==> config.mk <==
export PLATFORM = sky130hd
export DESIGN_NAME = fifo_read_scheduler_flat
export DESIGN_NICKNAME = d
export VERILOG_FILES = /design/src/rtl/fifo_read_scheduler_pkg.sv /design/src/rtl/fifo_read_scheduler_if.sv /design/src/rtl/fifo_read_scheduler_timer.sv /design/src/rtl/fifo_read_scheduler.sv /design/src/flat_wrapper.sv
export SDC_FILE = /design/constraint.sdc
export NUM_CORES = 1
export LEC_CHECK = 0
export BUFFER_PORTS_ARGS = -buffer_cell sky130_fd_sc_hd__buf_2
export CAP_MARGIN = 20
export CORE_MARGIN = 3
export CORE_UTILIZATION = 40
export CTS_CLUSTER_SIZE = 40
export DETAILED_ROUTE_END_ITERATION = 16
export GPL_ROUTABILITY_DRIVEN = 0
export PLACE_DENSITY_LB_ADDON = 0.3
export SLEW_MARGIN = 10
export SYNTH_ARGS = -nofsm -noshare
export SYNTH_HDL_FRONTEND = slang
export SYNTH_SLANG_ARGS = --single-unit
==> constraint.sdc <==
create_clock -name clk_out -period 2.9 [get_ports clk_out]
set_input_delay 0.29 -clock clk_out [delete_from_list [all_inputs] [get_ports clk_out]]
set_output_delay 0.29 -clock clk_out [all_outputs]
set_load 0.05 [all_outputs]
==> src/rtl/fifo_read_scheduler_pkg.sv <==
// Shared types and helpers for the frame read scheduler: state encoding,
// serializer throughput and the per-word XMIT hold length.
package frame_sched_pkg;

  typedef enum logic [2:0] {
    S_IDLE,
    S_RD,
    S_LAT,
    S_XMIT,
    S_GAP,
    S_FLUSH
  } sched_state_t;

  localparam int SER_BITS_PER_CYC = 16;
  localparam int HOLD_W           = 13;

  // max(1, ceil(bits / SER_BITS_PER_CYC)); 0xFFFF bits gives 4096, which fits HOLD_W.
  function automatic logic [HOLD_W-1:0] hold_len(input logic [15:0] data_count);
    logic [16:0]       bits_up;
    logic [HOLD_W-1:0] cycles;
    bits_up = {1'b0, data_count} + 17'(SER_BITS_PER_CYC - 1);
    cycles  = HOLD_W'(bits_up / 17'(SER_BITS_PER_CYC));
    return (cycles == '0) ? HOLD_W'(1) : cycles;
  endfunction

endpackage

==> src/rtl/fifo_read_scheduler_if.sv <==
// Handshake bundle between the frame FIFO/serializer side and the read scheduler.
interface fifo_read_scheduler_if;

  logic        enable;
  logic        flush;
  logic        fifo_empty;
  logic [15:0] data_count;
  logic        fifo_r_enable;
  logic        word_start;
  logic        busy;
  logic [15:0] frame_cnt;
  logic [15:0] drop_cnt;

  modport master (
    output enable, flush, fifo_empty, data_count,
    input  fifo_r_enable, word_start, busy, frame_cnt, drop_cnt
  );

  modport slave (
    input  enable, flush, fifo_empty, data_count,
    output fifo_r_enable, word_start, busy, frame_cnt, drop_cnt
  );

endinterface

==> src/rtl/fifo_read_scheduler_timer.sv <==
// Loadable down-counter shared by the LAT, XMIT and GAP states.
// done is high while the count is zero, i.e. on the last cycle of a timed state.
module frame_hold_timer
  import frame_sched_pkg::*;
(
  input  logic              clk_out,
  input  logic              rst_n,
  input  logic              load,
  input  logic [HOLD_W-1:0] value,
  output logic              done
);

  logic [HOLD_W-1:0] count;

  always_ff @(posedge clk_out) begin
    if (!rst_n) begin
      count <= '0;
    end else if (load) begin
      count <= value;
    end else if (count != '0) begin
      count <= count - HOLD_W'(1);
    end
  end

  assign done = (count == '0);

endmodule

==> src/rtl/fifo_read_scheduler.sv <==
// Paces single-cycle reads from the frame FIFO, pulses word_start after the read
// latency, holds off until the payload is shifted, and drains the FIFO on flush.
module fifo_read_scheduler
  import frame_sched_pkg::*;
#(
  parameter int READ_LAT   = 1,
  parameter int GAP_CYCLES = 2
) (
  input  logic            clk_out,
  input  logic            rst_n,
  fifo_read_scheduler_if.slave bus
);

  sched_state_t      state;
  sched_state_t      next_state;
  logic              load;
  logic [HOLD_W-1:0] load_value;
  logic              timer_done;
  logic [HOLD_W-1:0] hold_now;
  logic              flush_rd;
  logic              word_start_q;
  logic              busy_q;
  logic [15:0]       frame_cnt_q;
  logic [15:0]       drop_cnt_q;

  assign hold_now = hold_len(bus.data_count);
  assign flush_rd = (state == S_FLUSH) && !bus.fifo_empty;

  frame_hold_timer u_timer (
    .clk_out (clk_out),
    .rst_n   (rst_n),
    .load    (load),
    .value   (load_value),
    .done    (timer_done)
  );

  // Timed states load "remaining cycles after this one" so done marks the last cycle.
  always_comb begin
    next_state = state;
    load       = 1'b0;
    load_value = '0;
    unique case (state)
      S_IDLE: begin
        if (bus.flush && !bus.fifo_empty) begin
          next_state = S_FLUSH;
        end else if (bus.enable && !bus.fifo_empty) begin
          next_state = S_RD;
        end
      end
      S_RD: begin
        if (READ_LAT > 1) begin
          next_state = S_LAT;
          load       = 1'b1;
          load_value = HOLD_W'(READ_LAT - 2);
        end else begin
          next_state = S_XMIT;
        end
      end
      S_LAT: begin
        if (timer_done) next_state = S_XMIT;
      end
      S_XMIT: begin
        // data_count is only valid on the first XMIT cycle, so the hold is loaded here.
        if (word_start_q && (hold_now > HOLD_W'(1))) begin
          load       = 1'b1;
          load_value = hold_now - HOLD_W'(2);
        end else if (word_start_q || timer_done) begin
          if (GAP_CYCLES > 0) begin
            next_state = S_GAP;
            load       = 1'b1;
            load_value = HOLD_W'(GAP_CYCLES - 1);
          end else begin
            next_state = S_IDLE;
          end
        end
      end
      S_GAP: begin
        if (timer_done) next_state = S_IDLE;
      end
      S_FLUSH: begin
        if (!bus.flush || bus.fifo_empty) next_state = S_IDLE;
      end
      default: next_state = S_IDLE;
    endcase
  end

  always_ff @(posedge clk_out) begin
    if (!rst_n) begin
      state        <= S_IDLE;
      word_start_q <= 1'b0;
      busy_q       <= 1'b0;
      frame_cnt_q  <= '0;
      drop_cnt_q   <= '0;
    end else begin
      state        <= next_state;
      word_start_q <= (next_state == S_XMIT) && (state != S_XMIT);
      busy_q       <= (next_state != S_IDLE);
      if (word_start_q) frame_cnt_q <= frame_cnt_q + 16'd1;
      if (flush_rd)     drop_cnt_q  <= drop_cnt_q + 16'd1;
    end
  end

  assign bus.fifo_r_enable = (state == S_RD) || flush_rd;
  assign bus.word_start    = word_start_q;
  assign bus.busy          = busy_q;
  assign bus.frame_cnt     = frame_cnt_q;
  assign bus.drop_cnt      = drop_cnt_q;

endmodule

==> src/flat_wrapper.sv <==
// flat-port wrapper written by rule: the top's interface ports become plain ports
module fifo_read_scheduler_flat import frame_sched_pkg::*;
#(
  parameter int READ_LAT   = 1,
  parameter int GAP_CYCLES = 2
)
  (clk_out, rst_n, bus_enable, bus_flush, bus_fifo_empty, bus_data_count, bus_fifo_r_enable, bus_word_start, bus_busy, bus_frame_cnt, bus_drop_cnt);
  fifo_read_scheduler_if bus_i ();
  input  logic clk_out;
  input  logic rst_n;
  input wire logic [$bits(bus_i.enable)-1:0] bus_enable;
  input wire logic [$bits(bus_i.flush)-1:0] bus_flush;
  input wire logic [$bits(bus_i.fifo_empty)-1:0] bus_fifo_empty;
  input wire logic [$bits(bus_i.data_count)-1:0] bus_data_count;
  output wire logic [$bits(bus_i.fifo_r_enable)-1:0] bus_fifo_r_enable;
  output wire logic [$bits(bus_i.word_start)-1:0] bus_word_start;
  output wire logic [$bits(bus_i.busy)-1:0] bus_busy;
  output wire logic [$bits(bus_i.frame_cnt)-1:0] bus_frame_cnt;
  output wire logic [$bits(bus_i.drop_cnt)-1:0] bus_drop_cnt;
  assign bus_i.enable = bus_enable;
  assign bus_i.flush = bus_flush;
  assign bus_i.fifo_empty = bus_fifo_empty;
  assign bus_i.data_count = bus_data_count;
  assign bus_fifo_r_enable = bus_i.fifo_r_enable;
  assign bus_word_start = bus_i.word_start;
  assign bus_busy = bus_i.busy;
  assign bus_frame_cnt = bus_i.frame_cnt;
  assign bus_drop_cnt = bus_i.drop_cnt;
  fifo_read_scheduler #(.READ_LAT(READ_LAT), .GAP_CYCLES(GAP_CYCLES)) u_core (.clk_out(clk_out), .rst_n(rst_n), .bus(bus_i));
endmodule
==> run metrics <==
WP data arrival 2.61 ns; Layout Cells excl Fill 490; via count 2544; Post-Synth XOR/XNOR Area 14.3%; Initial Util 41.9%; worst min path class in2reg; I/O pins 56; # rows 30; Worst Hold Depth 3; mux contribution to synthesized area 0.695%; Multi-input gate area 1790 um2; Slew @ Worst Pin 0.552 ns; final setup margin 0.466 ns; register area 1000 um2; Post-DP HPWL 4.77 mm; mean area per synthesized cell 8.52 um2; Power Density 626 nW/um2; initial antenna violation count 0; # clock sinks 50; Final Util 49.5%; final hold vios 0; worst endpoint required time 3.08 ns; htree depth 2; dpl cells 482; placed inst area 3260 um2; root buffer cell clkbuf_8; Yosys reg bits 50; Mapped Nets 364; CTS resizes 0; synthesized area 2880 um2; Final setup violation count 0; static leakage 0.00144 uW; hold buffers post-CTS 0; post-synth top area cell dfxtp_1; unrepaired setup endpoints after global routing no; Ys Warns 0; Layout Skew 0.00846 ns; Post-Syn Instances 338; final WL 6.22 mm; CTS tree built; Compound-Gate Fraction of Synth Area 14.8%; largest family of logic cells by synthesized area simple AND/OR/NAND/NOR gates; Post-synth top cells dfxtp_1, xnor2_1, and2_1; fin. max-slew vios 0; Pre-antenna DRT Iters 4; FILL cells 660; max_cap viols 0; Slew HR 62.8%; DRC 0; die height 90.9 um; Final Instance Area 3400 um2; ANT nets after route 0; Yosys top cell area share 34.8%; Area growth, synth to finish 18.0%; Tot GR Track Use 15.0%; total setup buffers inserted after CTS 0; CP Launch Type flop; nets 419; layout cells sized above 1 19.3%; Avg WL per Cell 12.7 um; Antenna Cells 0; status complete, no violations; crit share post-route 83.9%; Clock Pin Slew Worst Setup and Hold Paths 0.09 ns; Post-Synth Adder-Cell Area 2.17%; CP max FO 18; Fin Setup TNS 0 ns; vias per cell 5.19; Clk Latency, worst-skew pair 0.31 ns; Worst Setup Slack post-DPL 0.205 ns; Placeable Area 6870 um2; Synth Area in Simple Gates 30.1%; kind of critical path reg2reg; FMAX 411 MHz; Overflow after GRT 0; Max rail drop VDD 0.232 mV; reg2reg path depth 8; DRT iter0 DRCs 91; die area 8250 um2; Final min period 2.43 ns; number of flops mapped to enable cells by yosys 0; largest net degree at the start of global routing 28; Primary FF master, synth dfxtp_1; number of global-route vias before repair 2351; Yosys cell types 51; crit end category flop; Max Buffers Root-to-Sink 2; sequential area share after synthesis 34.8%; first-pass GRT wire length 10.6 mm; count leader, synth dfxtp_1; Port-buffer cells 55; DIE WIDTH 90.9 um; ranking of synthesized cells by area dfxtp_1, xnor2_1, and2_1; ys async rst share 0%; CTS Buf Count 5
-- logic make-up (layout without fill, tap and decap cells) --
logic type               count (synthesis)  after routing
XOR/XNOR                                47             47
adder cells (fa/ha/maj)                  5              5
AND/OR/NAND/NOR                        158            158
flip-flops                              50             50
AO/OA/AOI/OAI                           56             56
multiplexers                             2              2
buffers and inverters                   20             76
-- flip-flops by register name (all words and copies together) (netlist names) --
| register | cells |
|---|---|
| u_core.bus.drop_cnt | 16 |
| u_core.bus.frame_cnt | 16 |
| u_core.bus.busy | 1 |
| u_core.u_timer.count | 13 |
| u_core.bus.word_start | 1 |
| u_core.state | 3 |
-- path summary, 6_finish.rpt --
check | slack (ns) | startpoint | endpoint
setup / recovery | 0.47 | u_core.u_timer.count[0] | u_core.u_timer.count[8]
hold / removal | 0.35 | rst_n | u_core.u_timer.count[0]
setup reg to reg | 0.47 | u_core.u_timer.count[0] | u_core.u_timer.count[8]
hold reg to reg | 0.48 | u_core.u_timer.count[12] | u_core.u_timer.count[12]
-- worst max-delay path: stages, from the launching register on --
cell and delay [ns]:
dfxtp_1 0.38, inv_1 0.08, ha_1 0.24, nand2b_1 0.11, nand4b_1 0.26, nor2_2 0.23
o21a_1 0.49, nor2_1 0.12, a2111oi_0 0.40
-- cell type report --
cell class | count | share of cell area, %
clock buffer | 6 | 2.43
clock inverter | 2 | 1.77
inverter | 7 | 0.773
multi-input combinational | 268 | 52.6
sequential | 50 | 29.4
tap | 96 | 3.53
timing repair buffer | 61 | 9.42
-- through the flow --
step                hold slack [ns]  power, uW
floorplan                     0.442       1370
detailed placement            0.467       1540
CTS                           0.340       2140
finish                        0.350       2130
global placement              0.453       1530
global route                  0.356       2260
-- layer usage --
layer	GRT usage (%)	wire, um
met4	4.52	73
met1	20.6	3190
met3	2.83	279
met2	24.0	2680
met5	0	0
-- report_power, final --
| group | leakage, uW | internal (uW) | switching (uW) |
|---|---|---|---|
| Combinational | 0.000958 | 281 | 384 |
| Clock | 0.0000714 | 368 | 230 |
| Sequential | 0.000406 | 767 | 98.5 |
-- placed cells by master, fill, tap and decap left out, types with 6 or more instances in the layout --
cell,instances
and3_1,12
and2_1,28
or3_1,10
nand4_1,11
nor3_1,11
clkbuf_8,6
a21boi_0,6
nand2_1,23
nor4_1,6
dfxtp_1,50
xor2_1,15
buf_2,55
a2111oi_0,7
nand3_1,14
o21ai_0,14
nor2_1,22
xnor2_1,32
buf_4,6
inv_1,7
No activity file was read; power rests on OpenSTA's default activity.
